==> src/rtl/bitwise_batch_accumulator_if.sv <==
// rtl/bitwise_batch_accumulator_if.sv - command, operand and result bundle for the batch accumulator
interface bitwise_batch_accumulator_if #(
    parameter int WIDTH = 4,
    parameter int CNT_W = 4
);
    logic             start;
    logic [2:0]       op;
    logic [CNT_W-1:0] len;
    logic             busy;
    logic             in_valid;
    logic             in_ready;
    logic [WIDTH-1:0] in_data;
    logic             out_valid;
    logic             out_ready;
    logic [WIDTH-1:0] out_data;
    logic [CNT_W-1:0] out_count;

    modport master (
        output start, op, len, in_valid, in_data, out_ready,
        input  busy, in_ready, out_valid, out_data, out_count
    );

    modport slave (
        input  start, op, len, in_valid, in_data, out_ready,
        output busy, in_ready, out_valid, out_data, out_count
    );
endinterface

==> src/rtl/bitwise_batch_accumulator.sv <==
// rtl/bitwise_batch_accumulator.sv - folds a batch of operands with a 4-bit bitwise operator
module bitwise_batch_accumulator #(
    parameter int WIDTH = 4,
    parameter int CNT_W = 4
) (
    input  logic                          clk,
    input  logic                          rst,
    bitwise_batch_accumulator_if.slave    bus
);
    // S_FLUSH is the single idle beat of an empty batch so its result appears two cycles after start
    localparam logic [1:0] S_IDLE  = 2'd0;
    localparam logic [1:0] S_RUN   = 2'd1;
    localparam logic [1:0] S_FLUSH = 2'd2;
    localparam logic [1:0] S_DONE  = 2'd3;

    localparam logic [CNT_W-1:0] CNT_ONE  = {{(CNT_W-1){1'b0}}, 1'b1};
    localparam logic [CNT_W-1:0] CNT_ZERO = '0;

    logic [1:0]       state_q, state_d;
    logic [WIDTH-1:0] acc_q, acc_d;
    logic [CNT_W-1:0] cnt_q, cnt_d;
    logic [CNT_W-1:0] len_q, len_d;
    logic [2:0]       op_q, op_d;
    logic [WIDTH-1:0] op_result;
    logic             beat;

    assign beat = (state_q == S_RUN) && bus.in_valid;

    // Apply the latched operator to the accumulator and the incoming operand
    always_comb begin
        op_result = '0;
        case (op_q)
            3'd0:    op_result = acc_q & bus.in_data;
            3'd1:    op_result = acc_q | bus.in_data;
            3'd2:    op_result = acc_q ^ bus.in_data;
            3'd3:    op_result = ~acc_q;
            3'd4:    op_result = ~(acc_q & bus.in_data);
            3'd5:    op_result = ~(acc_q | bus.in_data);
            3'd6:    op_result = ~(acc_q ^ bus.in_data);
            default: op_result = bus.in_data;
        endcase
    end

    // Batch sequencing: latch command, accept beats, hold result until consumed
    always_comb begin
        state_d = state_q;
        acc_d   = acc_q;
        cnt_d   = cnt_q;
        len_d   = len_q;
        op_d    = op_q;
        case (state_q)
            S_IDLE: begin
                if (bus.start) begin
                    op_d    = bus.op;
                    len_d   = bus.len;
                    cnt_d   = '0;
                    acc_d   = '0;
                    state_d = (bus.len != CNT_ZERO) ? S_RUN : S_FLUSH;
                end
            end
            S_RUN: begin
                if (beat) begin
                    // first beat seeds the accumulator regardless of operator
                    acc_d = (cnt_q == CNT_ZERO) ? bus.in_data : op_result;
                    cnt_d = cnt_q + CNT_ONE;
                    if (cnt_q == len_q - CNT_ONE) begin
                        state_d = S_DONE;
                    end
                end
            end
            S_FLUSH: begin
                state_d = S_DONE;
            end
            default: begin
                if (bus.out_ready) begin
                    state_d = S_IDLE;
                end
            end
        endcase
    end

    // State and datapath registers with synchronous reset
    always_ff @(posedge clk) begin
        if (rst) begin
            state_q <= S_IDLE;
            acc_q   <= '0;
            cnt_q   <= '0;
            len_q   <= '0;
            op_q    <= '0;
        end else begin
            state_q <= state_d;
            acc_q   <= acc_d;
            cnt_q   <= cnt_d;
            len_q   <= len_d;
            op_q    <= op_d;
        end
    end

    assign bus.busy      = (state_q != S_IDLE);
    assign bus.in_ready  = (state_q == S_RUN);
    assign bus.out_valid = (state_q == S_DONE);
    assign bus.out_data  = acc_q;
    assign bus.out_count = cnt_q;
endmodule
==> src/flat_wrapper.sv <==
// flat-port wrapper written by rule: the top's interface ports become plain ports
module bitwise_batch_accumulator_flat 
#(
    parameter int WIDTH = 4,
    parameter int CNT_W = 4
)
  (clk, rst, bus_start, bus_op, bus_len, bus_in_valid, bus_in_data, bus_out_ready, bus_busy, bus_in_ready, bus_out_valid, bus_out_data, bus_out_count);
  bitwise_batch_accumulator_if #(.WIDTH(WIDTH), .CNT_W(CNT_W)) bus_i ();
  input  logic clk;
  input  logic rst;
  input wire logic [$bits(bus_i.start)-1:0] bus_start;
  input wire logic [$bits(bus_i.op)-1:0] bus_op;
  input wire logic [$bits(bus_i.len)-1:0] bus_len;
  input wire logic [$bits(bus_i.in_valid)-1:0] bus_in_valid;
  input wire logic [$bits(bus_i.in_data)-1:0] bus_in_data;
  input wire logic [$bits(bus_i.out_ready)-1:0] bus_out_ready;
  output wire logic [$bits(bus_i.busy)-1:0] bus_busy;
  output wire logic [$bits(bus_i.in_ready)-1:0] bus_in_ready;
  output wire logic [$bits(bus_i.out_valid)-1:0] bus_out_valid;
  output wire logic [$bits(bus_i.out_data)-1:0] bus_out_data;
  output wire logic [$bits(bus_i.out_count)-1:0] bus_out_count;
  assign bus_i.start = bus_start;
  assign bus_i.op = bus_op;
  assign bus_i.len = bus_len;
  assign bus_i.in_valid = bus_in_valid;
  assign bus_i.in_data = bus_in_data;
  assign bus_i.out_ready = bus_out_ready;
  assign bus_busy = bus_i.busy;
  assign bus_in_ready = bus_i.in_ready;
  assign bus_out_valid = bus_i.out_valid;
  assign bus_out_data = bus_i.out_data;
  assign bus_out_count = bus_i.out_count;
  bitwise_batch_accumulator #(.WIDTH(WIDTH), .CNT_W(CNT_W)) u_core (.clk(clk), .rst(rst), .bus(bus_i));
endmodule
==> config.mk <==
export PLATFORM = sky130hd
export DESIGN_NAME = bitwise_batch_accumulator_flat
export DESIGN_NICKNAME = d
export VERILOG_FILES = /design/src/rtl/bitwise_batch_accumulator_if.sv /design/src/rtl/bitwise_batch_accumulator.sv /design/src/flat_wrapper.sv
export SDC_FILE = /design/constraint.sdc
export NUM_CORES = 1
export LEC_CHECK = 0
export CAP_MARGIN = 20
export CORE_MARGIN = 8
export CORE_UTILIZATION = 50
export DETAILED_ROUTE_END_ITERATION = 8
export PLACE_DENSITY = 0.81
export SLEW_MARGIN = 20
export SYNTH_ARGS = -nofsm -noshare
export SYNTH_HDL_FRONTEND = slang
export SYNTH_SLANG_ARGS = --single-unit
export TNS_END_PERCENT = 50
==> constraint.sdc <==
create_clock -name clk -period 4.6 [get_ports clk]
set_input_delay 0.69 -clock clk [delete_from_list [all_inputs] [get_ports clk]]
set_output_delay 0.69 -clock clk [all_outputs]
set_load 0.02 [all_outputs]
After elaboration in Yosys (flattened, before gate mapping)
Index checks and enable logic that the tools add are counted.
{"block": "totals", "regBits": 17, "input_bits": 16}
{"block": "classes", "add_sub_neg": 2, "eq_ne": 13, "muxes": 13, "bitwise_logic": 7, "reduce_logical": 11}
{"op": "4-bit one-hot mux with 7 select lines", "count": 1}
{"op": "4-bit 2-to-1 mux", "count": 4}
{"op": "4-bit NOT", "count": 4}
{"op": "4-bit one-hot mux with 2 select lines", "count": 2}
{"op": "2-bit 2-to-1 mux", "count": 5}
{"op": "3-bit == test, second input constant", "count": 3}
{"op": "4-bit nonzero test", "count": 2}
{"op": "3-bit by 2-bit == test with 1-bit output, second input constant", "count": 2}
{"op": "2-bit one-hot mux with 3 select lines", "count": 1}
{"op": "4-bit by 1-bit adder with 4-bit output, second input constant", "count": 1}
{"op": "4-bit AND", "count": 1}
{"op": "2-bit == test, second input constant", "count": 2}
{"op": "4-bit == test", "count": 1}
{"op": "4-bit zero test", "count": 1}
{"op": "2-bit by 1-bit != test with 1-bit output, second input constant", "count": 2}
{"op": "4-bit bitwise OR", "count": 1}
{"op": "4-bit AND reduction", "count": 1}
{"op": "2-bit nonzero test", "count": 2}
{"op": "4-bit by 1-bit subtractor with 4-bit output, second input constant", "count": 1}
{"op": "4-bit XOR", "count": 1}
{"op": "3-bit by 1-bit == test with 1-bit output, second input constant", "count": 1}
{"op": "3-bit zero test", "count": 1}
{"op": "3-bit AND reduction", "count": 1}
{"op": "2-bit by 1-bit == test with 1-bit output, second input constant", "count": 1}
{"op": "4 further kinds", "count": 4}

Longest topological paths before layout
Gate-level depths: netlist of run 1.
{"block": "logic_depth", "depth_word": 6, "ltp_mapped": 8, "mapped_depth_nobuf": 7}

Least setup slack after synthesis of run 1
OpenSTA, ideal clock, no wires.
{"block": "synth_path", "path_type": "input -> register", "startpoint": "input port bus_in_data[0]", "endpoint": "register u_core.acc_q[0], in the netlist u_core.bus.out_data[0]", "setup_time_ns": 0.058, "t_arrival_ns": 1.882, "t_required_ns": 4.542, "setup_slack_ns": 2.660, "stages": 7, "cell_sequence": "inv_1 -> ha_1 -> nand2_1 -> o21ai_0 -> mux4_2 -> a311oi_1 -> a21o_1"}
{"block": "synth_between", "elab_chain_len": 6, "word_cells_on_any_way": 10}
{"item": "start, declared", "line_no": "flat_wrapper.sv:15", "text": "input wire logic [$bits(bus_i.in_data)-1:0] bus_in_data;"}
{"item": "4-bit XOR (tied with other cells)", "line_no": "bitwise_batch_accumulator.sv:35, bitwise_batch_accumulator.sv:39"}
{"item": "4-bit NOT (on tied branches)", "line_no": "bitwise_batch_accumulator.sv:39, bitwise_batch_accumulator.sv:37, bitwise_batch_accumulator.sv:38"}
{"item": "4-bit one-hot mux with 7 select lines", "line_no": "bitwise_batch_accumulator.sv:32", "text": "case (op_q)"}
{"item": "4-bit 2-to-1 mux *", "line_no": "bitwise_batch_accumulator.sv:64", "text": "acc_d = (cnt_q == CNT_ZERO) ? bus.in_data : op_result;"}
{"item": "4-bit 2-to-1 mux *", "line_no": "bitwise_batch_accumulator.sv:62", "text": "if (beat) begin"}
{"item": "4-bit one-hot mux with 2 select lines *", "line_no": "bitwise_batch_accumulator.sv:51", "text": "case (state_q)"}
{"item": "end signal, assigned", "line_no": "bitwise_batch_accumulator.sv:86", "text": "acc_q <= '0;"}
{"item": "end signal, assigned", "line_no": "bitwise_batch_accumulator.sv:92", "text": "acc_q <= acc_d;"}
{"item": "end, declared", "line_no": "bitwise_batch_accumulator.sv:20", "text": "logic [WIDTH-1:0] acc_q, acc_d;"}
Every way passes the cells marked *; elsewhere a longest branch is shown, timed or not. The select of a mux whose other input is x is not followed.
A chain may end at the register's enable or synchronous reset.

Worst setup path in the final report of run 1
{"block": "layout_path", "startpoint": "register u_core.state_q[0]", "endpoint": "output port bus_busy"}
{"block": "layout_between", "elab_chain_len": 1}
{"item": "start, declared", "line_no": "bitwise_batch_accumulator.sv:19", "text": "logic [1:0] state_q, state_d;"}
{"item": "start signal, assigned", "line_no": "bitwise_batch_accumulator.sv:91", "text": "state_q <= state_d;"}
{"item": "2-bit nonzero test", "line_no": "bitwise_batch_accumulator.sv:99", "text": "assign bus.busy = (state_q != S_IDLE);"}
{"item": "end, declared", "line_no": "flat_wrapper.sv:17", "text": "output wire logic [$bits(bus_i.busy)-1:0] bus_busy;"}
Every way passes these cells.

==> summary by stage, run 1 <==
Clock network
The CTS clock-pin slew for the worst setup and hold paths is between 0.1 and 0.15 ns. Once the clock tree was built, the resizer swapped 0 gates to a different size. In this run the number of H-tree levels came out at 1.

The number of buffers inserted for hold repair after clock tree synthesis is 0. The post-CTS setup buffer count is 0. Clock latency on the worst-skew pair, taken at its later pin, is 0.30 ns.

Counting every sink on the clock net gives 17. Clock tree synthesis selected as its root buffer the cell sky130_fd_sc_hd__clkbuf_4. The maximum root-to-sink buffer count is 2. Clock tree synthesis inserted a total of 3 buffers. TritonCTS built the clock tree.

Run status
The run finished with clean final reports.

Route
The first-pass iteration count of the detailed router is 4. The routed design has 3070 um of wire. In the routed design, unresolved DRC markers number 0.

Using the TritonRoute via totals, the vias-per-cell ratio works out to around 5.6. After the first detailed-routing iteration, the DRC count stood at 47. After detailed routing, the average wire length per cell comes to approximately 14 um. Summing over every cut layer, the via total after detailed routing is roughly 1200. The detail route stage leaves a number of antenna-violating nets equal to 0.

Die
The area enclosed by the die boundary is ~4500 sq um. The die height is 66.8 um. The total area inside the core boundary comes to 2450 sq um. The die is 66.8 um wide.

The initial utilization of the core area, before any placement, comes to 0.525. For this design the top-level I/O count stands at 27. The number of core rows is 18.

Cells and area
The repair_antennas step left the layout with diodes totalling 0. After the last flow step, the layout net total stands at between 200 and 250. The proportion of layout cells with a drive suffix above 1 is 0.0484. Registers take between 300 and 400 sq um. The multi-input combinational cells in the finished layout cover a total of about 840 sq um. The filler cells instantiated in the layout total about 210. The area added between synthesis and finish is 22.6%.

Pwr
The cell area power density is ~380 nW/um^2. The maximum VDD drop is roughly 0.30 mV. The static leakage is around 0.63 nW.

Min path
The tightest min-delay check is of the reg2reg type.

Timing
The setup slack after layout is 2.04 ns. Hold timing on the final database bottoms out at a slack of around 0.49 ns. For the pin with the worst max-slew slack, the measured transition is about 0.66 ns.

In the final timing run, aggregate negative setup slack is 0 ns. Dividing the final minimum period by the clock period gives 0.556. The clock arrives with about 0.0013 ns of skew. Derived from the worst setup path, the maximum achievable clock frequency is between 0.3 and 0.4 GHz. Setup violations remaining at the end of the flow were counted as 0. The final number of max-transition violations came to 0. Setup repair after global routing left no endpoint under its margin.

The worst path in the final design needs a cycle of about 2.6 ns, including I/O delays and setup. The final hold violation count was 0. The worst slew margin relative to its limit is 0.557.

Critical path
Traced cell by cell, the critical path runs through inv_1 > ha_1 > inv_1 > clkdlybuf4s50_1. The cell family contributing the most delay on the critical path is buffers and inverters. The critical path is of the reg2out type. The worst setup path is launched from a register. The data required time of the worst path is 3.91 ns. The category of the worst setup path capture point is an output port.

In this run the worst setup path begins at u_core.state_q[0]. Counting stages on the worst path, the most repeated cell is sky130_fd_sc_hd__inv_1. The number of cells on the worst reg-to-reg path is 6.

The setup check on the worst reg-to-reg path leaves a slack of roughly 2.6 ns. Following the worst setup path forward leads to its endpoint at bus_busy. Together, buffers and inverters on the worst path number 3. The biggest cell delay along the critical path is between 0.6 and 0.7 ns.

The origin of the critical flop-to-flop path is u_core.state_q[0]. The endpoint of the lowest-slack register-to-register path is u_core.state_q[0]. Counting buffers and inverters, the worst setup path is 4 cells deep. Data on the critical path arrives at its endpoint at roughly 1.9 ns. The worst-path maximum fanout is 14. The worst-path cell with the longest stage delay is sky130_fd_sc_hd__clkdlybuf4s50_1.

Logic synthesis
The synthesized instance count is 163. The average instance in the mapped netlist occupies 7.91 sq um. The netlist area before placement is 1290 sq um. Ranked by total cell area, the synthesized netlist is headed by sky130_fd_sc_hd__dfxtp_1, sky130_fd_sc_hd__ha_1, sky130_fd_sc_hd__inv_1. The number of register bits inferred by synthesis is 17.

For this run, the leading register cell type out of synthesis is sky130_fd_sc_hd__dfxtp_1. After synthesis, the share of flip-flops with an asynchronous set or reset is 0. The largest total area in the synthesized netlist belongs to sky130_fd_sc_hd__dfxtp_1. For this run, the number of Yosys warnings is 0. The count of unique library cells instantiated by Yosys is 39. Sorting the synthesized cells by how often they occur yields sky130_fd_sc_hd__inv_1, sky130_fd_sc_hd__nand2_1, sky130_fd_sc_hd__dfxtp_1. The number of synthesized flops with an enable pin is 0. The most frequent cell after synthesis is sky130_fd_sc_hd__inv_1. The share of the synthesized area in the top cell type is 0.264.

The proportion of synthesized chip area in sequential cells is 0.264. The total nets after synthesis is around 190.

Placed design
The number of port buffers is 26. The half-perimeter wire length of the detailed placement result is 2450 um. The placer's final routability congestion estimate is 0.815. The pre-CTS worst setup slack is slightly below 2 ns.

Flow run
Across the run, the number of max-cap violations was 0.

Global routing
The overflow left after global routing is 0. Entering global routing, the biggest net connects 16 pins. The initial antenna violation count is 0. The first-pass GRT wire length is 5090 um.

Across every metal layer, demand over resource in global routing totals 0.143. The via count of the first global-routing pass was 1172.
==> area by class of cell <==
class                           instances  share of cell area
Tap cell                               30              0.0237
Sequential cell                        17               0.215
Clock inverter                          1             0.00316
Inverter                               20              0.0475
Clock buffer                            3              0.0142
Multi-Input combinational cell        119               0.532
Timing Repair Buffer                   26               0.165
==> cell usage in the layout (no fill, tap or decap), types with 2 or more instances in the layout <==
cell type / count
sky130_fd_sc_hd__a211oi_1: 2
sky130_fd_sc_hd__a21o_1: 2
sky130_fd_sc_hd__a21oi_1: 12
sky130_fd_sc_hd__a22oi_1: 2
sky130_fd_sc_hd__a311oi_1: 2
sky130_fd_sc_hd__clkbuf_4: 3
sky130_fd_sc_hd__clkdlybuf4s50_1: 26
sky130_fd_sc_hd__dfxtp_1: 17
sky130_fd_sc_hd__ha_1: 14
sky130_fd_sc_hd__inv_1: 20
sky130_fd_sc_hd__mux2i_1: 4
sky130_fd_sc_hd__mux4_2: 2
sky130_fd_sc_hd__nand2_1: 18
sky130_fd_sc_hd__nand2b_1: 4
sky130_fd_sc_hd__nand3_1: 9
sky130_fd_sc_hd__nor2_1: 10
sky130_fd_sc_hd__o21ai_0: 10
sky130_fd_sc_hd__o31ai_1: 2
sky130_fd_sc_hd__or4_1: 2
sky130_fd_sc_hd__xnor2_1: 4
sky130_fd_sc_hd__xor2_1: 4
==> kinds of logic after synthesis <==
kind of cell	count (synthesis)	synth area share
and+or+nand+nor	50	0.186
AOI/OAI and AO/OA	40	0.201
buffers and inverters	27	0.0844
DFF	17	0.264
adders and majority gates	14	0.136
xor gates and xnor gates	8	0.0543
muxes	7	0.0747
==> registers in the layout, indices dropped and copies added (netlist names) <==
name,count
u_core.bus.out_count,4
u_core.bus.out_data,4
u_core.len_q,4
u_core.op_q,3
u_core.state_q,2
==> worst min path at each step <==
stage	from	end	slack (ns)	depth (start not counted)
finish	u_core.len_q[3]	u_core.len_q[3]	0.49	2
global route	u_core.len_q[3]	u_core.len_q[3]	0.52	2
CTS	u_core.len_q[3]	u_core.len_q[3]	0.49	2
detailed placement	u_core.len_q[3]	u_core.len_q[3]	0.47	2
global placement	u_core.len_q[3]	u_core.len_q[3]	0.46	2
floorplan	u_core.len_q[3]	u_core.len_q[3]	0.45	2
==> worst min-delay path, stage by stage (launching register included) <==
cell	delay [ns]
sky130_fd_sc_hd__dfxtp_1	0.35
sky130_fd_sc_hd__nand2_1	0.06
sky130_fd_sc_hd__a21oi_1	0.05
==> power by group <==
group	total, mW	leakage [nW]	switching (mW)	internal [mW]
Clock	0.0845	0.0177	0.0521	0.0324
Combinational	0.307	0.475	0.171	0.137
Sequential	0.205	0.139	0.0351	0.170
==> metrics by stage <==
step                area [sq um]  instances  total power, mW   util
finish                      1580        216            0.597  0.644
global route                1580        216            0.637  0.644
CTS                         1580        216            0.595  0.644
detailed placement          1550        212            0.512  0.633
global placement            1550        212            0.498  0.633
floorplan                   1290        163            0.423      -
==> routing by layer <==
metal,wire length (um),track usage,up-vias
li1,-,-,612
met5,0,0,-
met2,1530,0.245,32
met3,167,0.0336,6
met1,1330,0.168,570
met4,42,0.0480,0
Power figures use the tool's default switching activity.
==> run 2: changes to the inputs <==
==> constraint.sdc (replaced) <==
create_clock -name clk -period 2.45 [get_ports clk]
set_input_delay 0.3675 -clock clk [delete_from_list [all_inputs] [get_ports clk]]
set_output_delay 0.3675 -clock clk [all_outputs]
set_load 0.02 [all_outputs]
==> run 2 against run 1 <==
Net effect: first-iteration DRC count up 26%; utilization up 1.2 points; wire length up 1.2%; cell count up 1.9%; final area up 1.8%; critical path depth unchanged; setup slack worse by 1.7 ns; critical endpoint unchanged; largest cell class unchanged.
==> summary by stage, run 2 (synthesized netlist as in run 1, its figures left out) <==
Timing
The transition time of the tightest slew-check pin is 0.494 ns (was 0.664 ns). Setup repair after global routing missed its margin: false (unchanged). After layout, the minimum clock period comes to approximately 2.1 ns. The worst clock skew on the final layout is 0.00318 ns (was 0.00135 ns). In the finished design, the share of the clock period the worst path needs comes to 0.857.

The number of setup violations in the final report is 0 (unchanged). The final number of max-transition violations is 0 (unchanged). The setup slack after layout was 0.351 ns (was 2.04 ns). The worst slew margin relative to its limit came to 0.666 (was 0.557). The maximum frequency from static timing analysis is 0.476 GHz. The summed negative setup slack over all endpoints is 0 ns (unchanged). The final hold violation count is 0 (unchanged).

Route
The violation count after the first detailed-route iteration was 59 (was 47). The first-pass iteration count of the detailed router is 4 (unchanged). The routed via count is 1222 (was 1220).

The final routed wirelength across all metal layers came to 3110 um (was 3070 um). The remaining antenna violation count after routing came to 0 (unchanged). The via density per instance came to 5.55 (was 5.65). The post-detailed-route DRC marker count is 0 (unchanged). The average detailed-routed wire length per instance was 14.1 um (was 14.2 um).

Cells and area
The number of antenna repair diodes is 0 (unchanged). The proportion of layout cells with a drive suffix above 1 is 0.0632 (was 0.0484). Most used cells in the layout excluding fill and tap cells: sky130_fd_sc_hd__clkdlybuf4s50_1, sky130_fd_sc_hd__inv_1, sky130_fd_sc_hd__nand2_1, sky130_fd_sc_hd__dfxtp_1, sky130_fd_sc_hd__ha_1 (unchanged). The number of nets in the layout came to 221 (was 217). The area added between synthesis and finish came to 24.8% (was 22.6%). The leading cell type in the layout, fill and taps excluded is sky130_fd_sc_hd__clkdlybuf4s50_1 (unchanged).

Placed design
The placer's final routability congestion estimate is 0.781 (was 0.815). The number of port buffers is 26 (unchanged). The pre-CTS worst setup slack came to 0.112 ns (was 1.98 ns). The half-perimeter wire length of the detailed placement result is 2390 um (was 2450 um).

Clock network
The post-CTS setup buffer count was 0 (unchanged). The level count of the clock H-tree is 1 (unchanged). The CTS clock-pin slew for the worst setup and hold paths is 0.10 ns (was 0.11 ns). The clock tree root driver cell is sky130_fd_sc_hd__clkbuf_4 (unchanged).

The clock insertion delay at the later pin of the skew report came to 0.29 ns (was 0.30 ns). The count of clock tree sinks is 17 (unchanged). The maximum root-to-sink buffer count is 2 (unchanged). The number of gates resized after CTS is 0 (unchanged).

The CTS tree is yes (unchanged). The number of CTS-inserted buffers came to 3 (unchanged). The number of buffers inserted for hold repair after clock tree synthesis came to 0 (unchanged).

Pwr
The cell area power density was 706 nW/um^2 (was 377 nW/um^2). The overall power of the completed layout came to 1.14 mW (was 0.597 mW). The maximum VDD drop is 0.532 mV (was 0.296 mV). The static leakage was 0.648 nW (was 0.631 nW).

Critical path
The cell repeated most along the worst path is sky130_fd_sc_hd__inv_1 (unchanged). The critical path data arrival time is 1.73 ns (was 1.87 ns). The biggest cell delay along the critical path is 0.61 ns (about the same). The worst-path cell with the longest stage delay is sky130_fd_sc_hd__clkdlybuf4s50_1 (unchanged). Sequence of cells on the critical path: inv_1 > ha_1 > inv_1 > clkdlybuf4s50_1 (unchanged).

The category of the worst setup path capture point is an output port (unchanged). The startpoint type of the worst setup path is a register (unchanged). The critical path class was reg2out (unchanged). The worst-path maximum fanout came to 6 (was 14). The data required time of the worst path is 2.08 ns (was 3.91 ns).

Min path
The class of the worst hold path is reg2reg (unchanged).

Die
The die height is 66.8 um (unchanged). The x dimension of the die was 66.8 um (unchanged). The initial standard-cell utilization of the core was 0.525 (unchanged). The core area is 2450 sq um (unchanged). The number of placed I/O pins came to 27 (unchanged).

The number of core rows is 18 (unchanged). The area enclosed by the die boundary is 4460 sq um (unchanged).

Global routing
The global-route usage over all layers came to 0.148 (was 0.143). The first-pass GRT wire length is 5310 um (was 5090 um). The via count of the first global-routing pass is 1248 (was 1172). The largest net degree at the start of global routing came to 16 (unchanged). The overflow left after global routing is 0 (unchanged). The initial antenna violation count is 0 (unchanged).

Run status
Outcome: complete, no violations (unchanged).

Flow run
The number of max-cap violations was 0 (unchanged).
## run 2: changes by cell type in the layout (fill, tap and decap cells not counted)
cell | previous run | this run
sky130_fd_sc_hd__clkbuf_1 | 0 | 1
sky130_fd_sc_hd__buf_4 | 0 | 4
sky130_fd_sc_hd__clkinv_2 | 1 | 0
## run 2: power by group
group / switching, mW / internal (mW) / total [mW]
clock: 0.0923 / 0.0633 / 0.156
sequential: 0.0664 / 0.319 / 0.385
combinational: 0.324 / 0.273 / 0.597
## run 2: critical path: cells and delay by family, from the launching register on
family	cells	cell delay (ns)
buffers and inverters	3	0.79
flip-flops	1	0.38
adder cells (fa/ha/maj)	1	0.27
## run 2: metal layers
| metal | part of all wire | global-route usage |
|---|---|---|
| met3 | 0.066 | 0.0302 |
| met2 | 0.50 | 0.246 |
| met1 | 0.43 | 0.178 |
| met5 | 0 | 0 |
| met4 | 0.011 | 0.0693 |
## run 2: layout make-up
type | count | area (sq um)
inverters | 20 | 75.1
fillers | 211 | 845
multi-input cells | 119 | 841
well taps | 30 | 37.5
flip-flops and latches | 17 | 340
clock buffers | 4 | 26.3
repair buffers | 30 | 290
## run 2: final timing paths
kind / depth (start not counted) / endpoint / slack [ns] / from
setup / recovery: 4 / bus_busy / 0.35 / u_core.state_q[0]
hold reg to reg: 2 / u_core.len_q[3] / 0.49 / u_core.len_q[3]
hold / removal: 2 / u_core.len_q[3] / 0.49 / u_core.len_q[3]
setup reg to reg: 7 / u_core.state_q[0] / 0.47 / u_core.len_q[0]
## run 2: stage by stage
step                instance area (sq um)  utilization  instances  hold WS, ns
floorplan                            1290            -        163        0.437
global placement                     1580        0.645        216        0.461
detailed placement                   1580        0.645        216        0.469
CTS                                  1610        0.656        220        0.483
global route                         1610        0.656        220        0.533
finish                               1610        0.656        220        0.491
==> RTL change 1 (flow settings as in run 2) <==
Reset style: asynchronous (`rst`), changed in one clocked block. Comments in the files are not updated.
--- a/src/rtl/bitwise_batch_accumulator.sv
+++ b/src/rtl/bitwise_batch_accumulator.sv
@@ -82,3 +82,3 @@
     // State and datapath registers with synchronous reset
-    always_ff @(posedge clk) begin
+    always_ff @(posedge clk or posedge rst) begin
         if (rst) begin
Formal check against the unedited RTL: differs if rst is asserted again (counterexample within 4 cycles, from zero or initial values and one cycle with rst high); with rst held inactive, the same outputs for 10 cycles.
==> RTL change 1 against run 2 <==
  * Fmax down 3.5%
  * Final area up 0.62%
  * Area after synthesis up 1.9%
  * Wire length down 3.2%
  * Non-clock buffer count down 4
  * Sequential cell count unchanged
  * Highest routed layer unchanged
  * Core utilization down 0.19 points
  * Setup slack worse by 0.076 ns
Power is not compared: it rests on default switching activity, and its combinational part moved more than twofold at a synthesized area within 25%.
==> RTL change 1: results (changes against run 2) <==
GRT
The first-pass GRT wire length came to 5000 µm (was 5310 µm). The largest net degree at the start of global routing is 18 (was 16). The global router's overall resource usage is 0.139 (was 0.148). The number of global-route vias before repair is 1177 (was 1248).

Finish
The layout filler cell count is 212 (was 211). The layout net count is 195 (was 221). The share of layout cells above drive strength 1 is 0.0793 (was 0.0632).

Clocking
The post-CTS setup buffer count came to 0 (unchanged).

Timing
The tightest slew margin relative to the limit is 0.574 (was 0.666). The worst-case hold slack is 0.439 ns (was 0.491 ns). The final setup skew is 0.00571 ns (was 0.00318 ns).

Yosys
Largest cells by area after synthesis: dfrtp_1 (32%), ha_1 (13%), mux2i_1 (6.1%), mux2_2 (6.0%), inv_1 (4.9%) (was dfxtp_1 (26%), ha_1 (14%), inv_1 (5.8%), nand2_1 (5.2%), a21oi_1 (4.7%)). Most frequent cells after synthesis: dfrtp_1 (17), inv_1 (17), ha_1 (14) (was inv_1 (20), nand2_1 (18), dfxtp_1 (17)). The proportion of synthesized flip-flops having asynchronous set or reset was 1.00 (was 0).

The synthesized netlist net count is 168 (was 193). The distinct cell type count of the synthesized netlist is 31 (was 39). The proportion of synthesized chip area in sequential cells is 0.324 (was 0.264). The synthesis warning total was 0 (unchanged).

The most common flop cell mapped by yosys was dfrtp_1 (was dfxtp_1).

Critical path
The maximum fanout along the worst path came to 8 (was 6). The cell depth of the worst flop-to-flop path is 6 (was 7). The endpoint of the worst-slack reg-to-reg timing path is u_core.state_q[1]$_DFFE_PP0P_ (was u_core.state_q[0]$_SDFFE_PP0P_).

The reg-to-reg critical path startpoint was u_core.state_q[0]$_DFFE_PP0P_ (was u_core.len_q[0]$_SDFFE_PP0P_). The worst endpoint data arrival time is 1.81 ns (was 1.73 ns). The stage delay of the slowest cell on the critical path came to 0.67 ns (was 0.61 ns).

Worst hold path
The path type of the worst min-delay path is in2async (was reg2reg).

Power and ir drop
The net switching component of the power is 937 µW. The maximum vdd drop is roughly 810 µV.

Placed design
The routability congestion estimate is 0.808 (was 0.781). The half-perimeter wire length of the detailed placement result is 2320 µm (was 2390 µm).

Status
Run status: completed (unchanged).

Routing
The number of vias in the routed layout is 1134 (was 1222). The post-detailed-route wirelength per cell was 15.5 µm (was 14.1 µm). The detailed router's first-iteration violation count is 82 (was 59).
==> RTL change 1: changes by cell type in the layout (fill, tap and decap cells not counted), moves of 3 or more <==
cell,run 2,this run
a21oi_1,12,3
buf_4,4,0
dfrtp_1,0,17
dfxtp_1,17,0
inv_1,20,17
mux2_2,1,7
mux2i_1,4,8
nand2_1,18,2
nand3_1,9,6
o21ai_0,10,2
o22ai_1,0,6
==> RTL change 1: layer usage <==
metal | vias up | GRT usage | part of all wire
met2 | 28 | 0.262 | 0.53
met3 | 5 | 0.0331 | 0.057
met5 | - | 0 | 0
li1 | 544 | - | -
met4 | 0 | 0.0392 | 0.011
met1 | 557 | 0.150 | 0.40
==> RTL change 1: through the flow <==
stage	std cells	total power (µW)	instance area [µm²]	setup slack, ns	utilization
finish	194	2030	1620	0.275	0.654
global route	194	2190	1620	0.219	0.654
CTS	194	2040	1620	0.267	0.654
detailed placement	190	1880	1590	0.368	0.643
global placement	190	1820	1590	0.441	0.643
floorplan	138	1520	1320	0.654	-
==> RTL change 1: area by class of cell <==
type / instances / area share
Timing Repair Buffer: 26 / 0.161
Inverter: 17 / 0.0394
Tap cell: 30 / 0.0232
Clock buffer: 3 / 0.0139
Multi-Input combinational cell: 100 / 0.497
Clock inverter: 1 / 0.00309
Sequential cell: 17 / 0.263
==> RTL change 1: kinds of logic after synthesis <==
group                    count (synthesis)  synth area share
AND/OR/NAND/NOR                         35             0.141
AO/OA/AOI/OAI                           25             0.141
buffers and inverters                   21            0.0637
multiplexers                            17             0.138
flip-flops                              17             0.324
adder cells (fa/ha/maj)                 14             0.133
XOR/XNOR                                 9            0.0599
==> RTL change 1: power by group through the flow <==
stage,clock network [µW],registers [µW],logic (µW)
final,157,622,1250
after global routing,171,648,1370
after CTS,159,618,1260
after detailed placement,0,625,1250
after global placement,0,610,1210
after floorplan,0,552,970
==> RTL change 1: worst max path at each step <==
| stage | depth (start not counted) | start | slack [ns] | to |
|---|---|---|---|---|
| after global routing | 3 | u_core.state_q[1]$_DFFE_PP0P_ | 0.22 | bus_in_ready |
| final | 3 | u_core.state_q[1]$_DFFE_PP0P_ | 0.28 | bus_in_ready |
| after CTS | 3 | u_core.state_q[1]$_DFFE_PP0P_ | 0.27 | bus_in_ready |
| after global placement | 6 | bus_in_valid | 0.44 | u_core.state_q[1]$_DFFE_PP0P_ |
| after floorplan | 6 | u_core.state_q[0]$_DFFE_PP0P_ | 0.65 | u_core.state_q[0]$_DFFE_PP0P_ |
| after detailed placement | 6 | bus_in_valid | 0.37 | u_core.state_q[1]$_DFFE_PP0P_ |
==> RTL change 2 (settings of run 2) <==
Without the edit above. `WIDTH` is set to 4 in 3 places; all go to 6.
--- a/src/rtl/bitwise_batch_accumulator_if.sv
+++ b/src/rtl/bitwise_batch_accumulator_if.sv
@@ -2,3 +2,3 @@
 interface bitwise_batch_accumulator_if #(
-    parameter int WIDTH = 4,
+    parameter int WIDTH = 6,
     parameter int CNT_W = 4
--- a/src/rtl/bitwise_batch_accumulator.sv
+++ b/src/rtl/bitwise_batch_accumulator.sv
@@ -2,3 +2,3 @@
 module bitwise_batch_accumulator #(
-    parameter int WIDTH = 4,
+    parameter int WIDTH = 6,
     parameter int CNT_W = 4
--- a/src/flat_wrapper.sv
+++ b/src/flat_wrapper.sv
@@ -3,3 +3,3 @@
 #(
-    parameter int WIDTH = 4,
+    parameter int WIDTH = 6,
     parameter int CNT_W = 4
Interface: changed (resized bus_in_data and bus_out_data); port bits go from 27 to 31. No check against the original RTL was run, so the function may have changed too.
==> RTL change 2 against run 2 <==
  * Sequential cell count is 2 higher
  * Wire length is 13% higher
  * Non-clock buffer count is 4 higher
  * Area after synthesis is 15% higher
  * Total power is 14% higher
  * Global-route usage is 0.54 points lower
  * Count of clock-buffer cells in the layout is 1 lower
  * Cell count is 10% higher
  * Hold slack worse by 0.0047 ns
  * Sequential power is 11% higher
  * Via count is 13% higher
  * Final area is 14% higher
  * Sequential share of layout area is 0.48 points lower
  * Setup slack worse by 0.12 ns
  * Critical endpoint unchanged
  * Highest routed layer unchanged
==> RTL change 2: results (changes against run 2) <==
Timing
The tightest slew margin relative to the limit is 0.559 (was 0.666). The worst-case hold slack is 0.486 ns (was 0.491 ns). The final setup skew is 0.00334 ns (was 0.00318 ns).

Power and ir drop
The power density relative to cell area is 707 mW/mm² (was 706 mW/mm²). The maximum vdd drop is 771 µV (was 532 µV). The switching power share of the total is 0.428 (was 0.424). The power in the clock group is 161 µW (was 156 µW). The leakage power is 0.000716 µW (was 0.000648 µW).

The share of total power in sequential cells came to 0.328 (was 0.339).

GRT
The global router's overall resource usage is 0.143 (was 0.148). The largest net degree at the start of global routing is 17 (was 16). The first-pass GRT wire length is 6180 µm (was 5310 µm).

Yosys
The distinct cell type count of the synthesized netlist is 29 (was 39). The synthesized netlist net count is 219 (was 193). Most frequent cells after synthesis: dfxtp_1 (19), inv_1 (19), ha_1 (18) (was inv_1 (20), nand2_1 (18), dfxtp_1 (17)).

The most common flop cell mapped by yosys is dfxtp_1 (unchanged). Largest cells by area after synthesis: dfxtp_1 (26%), ha_1 (15%), xnor2_1 (7.1%), o21ai_0 (5.1%), inv_1 (4.8%) (was dfxtp_1 (26%), ha_1 (14%), inv_1 (5.8%), nand2_1 (5.2%), a21oi_1 (4.7%)). The proportion of synthesized flip-flops having asynchronous set or reset is 0 (unchanged). The synthesis warning total came to 0 (unchanged). The synthesized area per cell is 8.12 µm² (was 7.91 µm²). The proportion of synthesized chip area in sequential cells is 0.256 (was 0.264).

Critical path
The maximum fanout along the worst path came to 13 (was 6). The slack of the worst reg-to-reg path is 0.30 ns (was 0.47 ns). The stage delay of the slowest cell on the critical path is 0.61 ns (about the same). The beginning of the critical path was u_core.state_q[0]$_SDFFE_PP0P_ (unchanged). The worst endpoint data arrival time was 1.85 ns (was 1.73 ns). The library cell contributing the largest single delay on the critical path was clkdlybuf4s50_1 (unchanged).

Finish
The number of flip-flops in the largest register is 6. The layout filler cell count is 236 (was 211). The layout net count is 248 (was 221). The share of layout cells above drive strength 1 is 0.0711 (was 0.0632).

Placed design
The post-placement cell count is 238 (was 216). The quantity of I/O buffers inserted on ports is 30 (was 26). The routability congestion estimate was 0.778 (was 0.781).

The half-perimeter wire length of the detailed placement result came to 2800 µm (was 2390 µm).

Status
Run status: completed (unchanged).

Worst hold path
The start point of the worst min-delay path is u_core.len_q[3]$_SDFFE_PP0P_ (unchanged). The path type of the worst min-delay path is reg2reg (unchanged). The instance count along the most critical hold path is 2 (unchanged).

Clocking
The post-CTS setup buffer count is 0 (unchanged). Clock-pin slew was measured on the worst setup and hold paths at 0.11 ns. The post-cts resize count is 0 (unchanged).

Routing
The post-detailed-route wirelength per cell is 14.5 µm (was 14.1 µm). The routed wire length is 3520 µm (was 3110 µm). The detailed router's first-iteration violation count is 76 (was 59).

The number of vias in the routed layout is 1386 (was 1222).
==> RTL change 2: per-layer routing <==
metal	GRT usage	routed length, µm	vias to the layer above
met3	0.0367	212	6
met2	0.260	1810	44
met5	0	0	-
li1	-	-	685
met1	0.158	1460	651
met4	0.0424	33	0
==> RTL change 2: how the worst max path moves through the flow <==
stage | end | slack, ns | depth (start not counted)
after detailed placement | u_core.bus.out_data[1]$_SDFFE_PP0P_ | 0.34 | 8
after floorplan | u_core.state_q[0]$_SDFFE_PP0P_ | 0.50 | 7
after CTS | bus_busy | 0.23 | 4
after global placement | u_core.bus.out_data[2]$_SDFFE_PP0P_ | 0.45 | 8
after global routing | bus_busy | 0.10 | 4
final | bus_busy | 0.24 | 4
==> RTL change 2: metrics by stage <==
step / setup WS (ns) / area, µm²
2_1_floorplan: 0.498 / 1490
3_3_place_gp: 0.446 / 1810
3_5_place_dp: 0.338 / 1810
4_1_cts: 0.229 / 1840
5_1_grt: 0.104 / 1840
6_report: 0.235 / 1840
==> RTL change 2: logic make-up (layout without fill, tap and decap cells) <==
logic type | after synthesis | in the layout | share of synthesized area
buf+inv | 29 | 57 | 0.0750
xor+xnor | 20 | 20 | 0.118
compound gates | 41 | 41 | 0.174
fa+ha+maj | 18 | 18 | 0.152
flops | 19 | 19 | 0.256
mux | 11 | 11 | 0.0783
simple gates | 45 | 45 | 0.147
==> RTL change 2: cell type report <==
| type | instances | area share |
|---|---|---|
| multi-input combinational | 135 | 0.539 |
| sequential | 19 | 0.207 |
| clock buffer | 3 | 0.0122 |
| timing repair buffer | 34 | 0.179 |
| tap | 31 | 0.0211 |
| inverter | 19 | 0.0387 |
| clock inverter | 1 | 0.00272 |
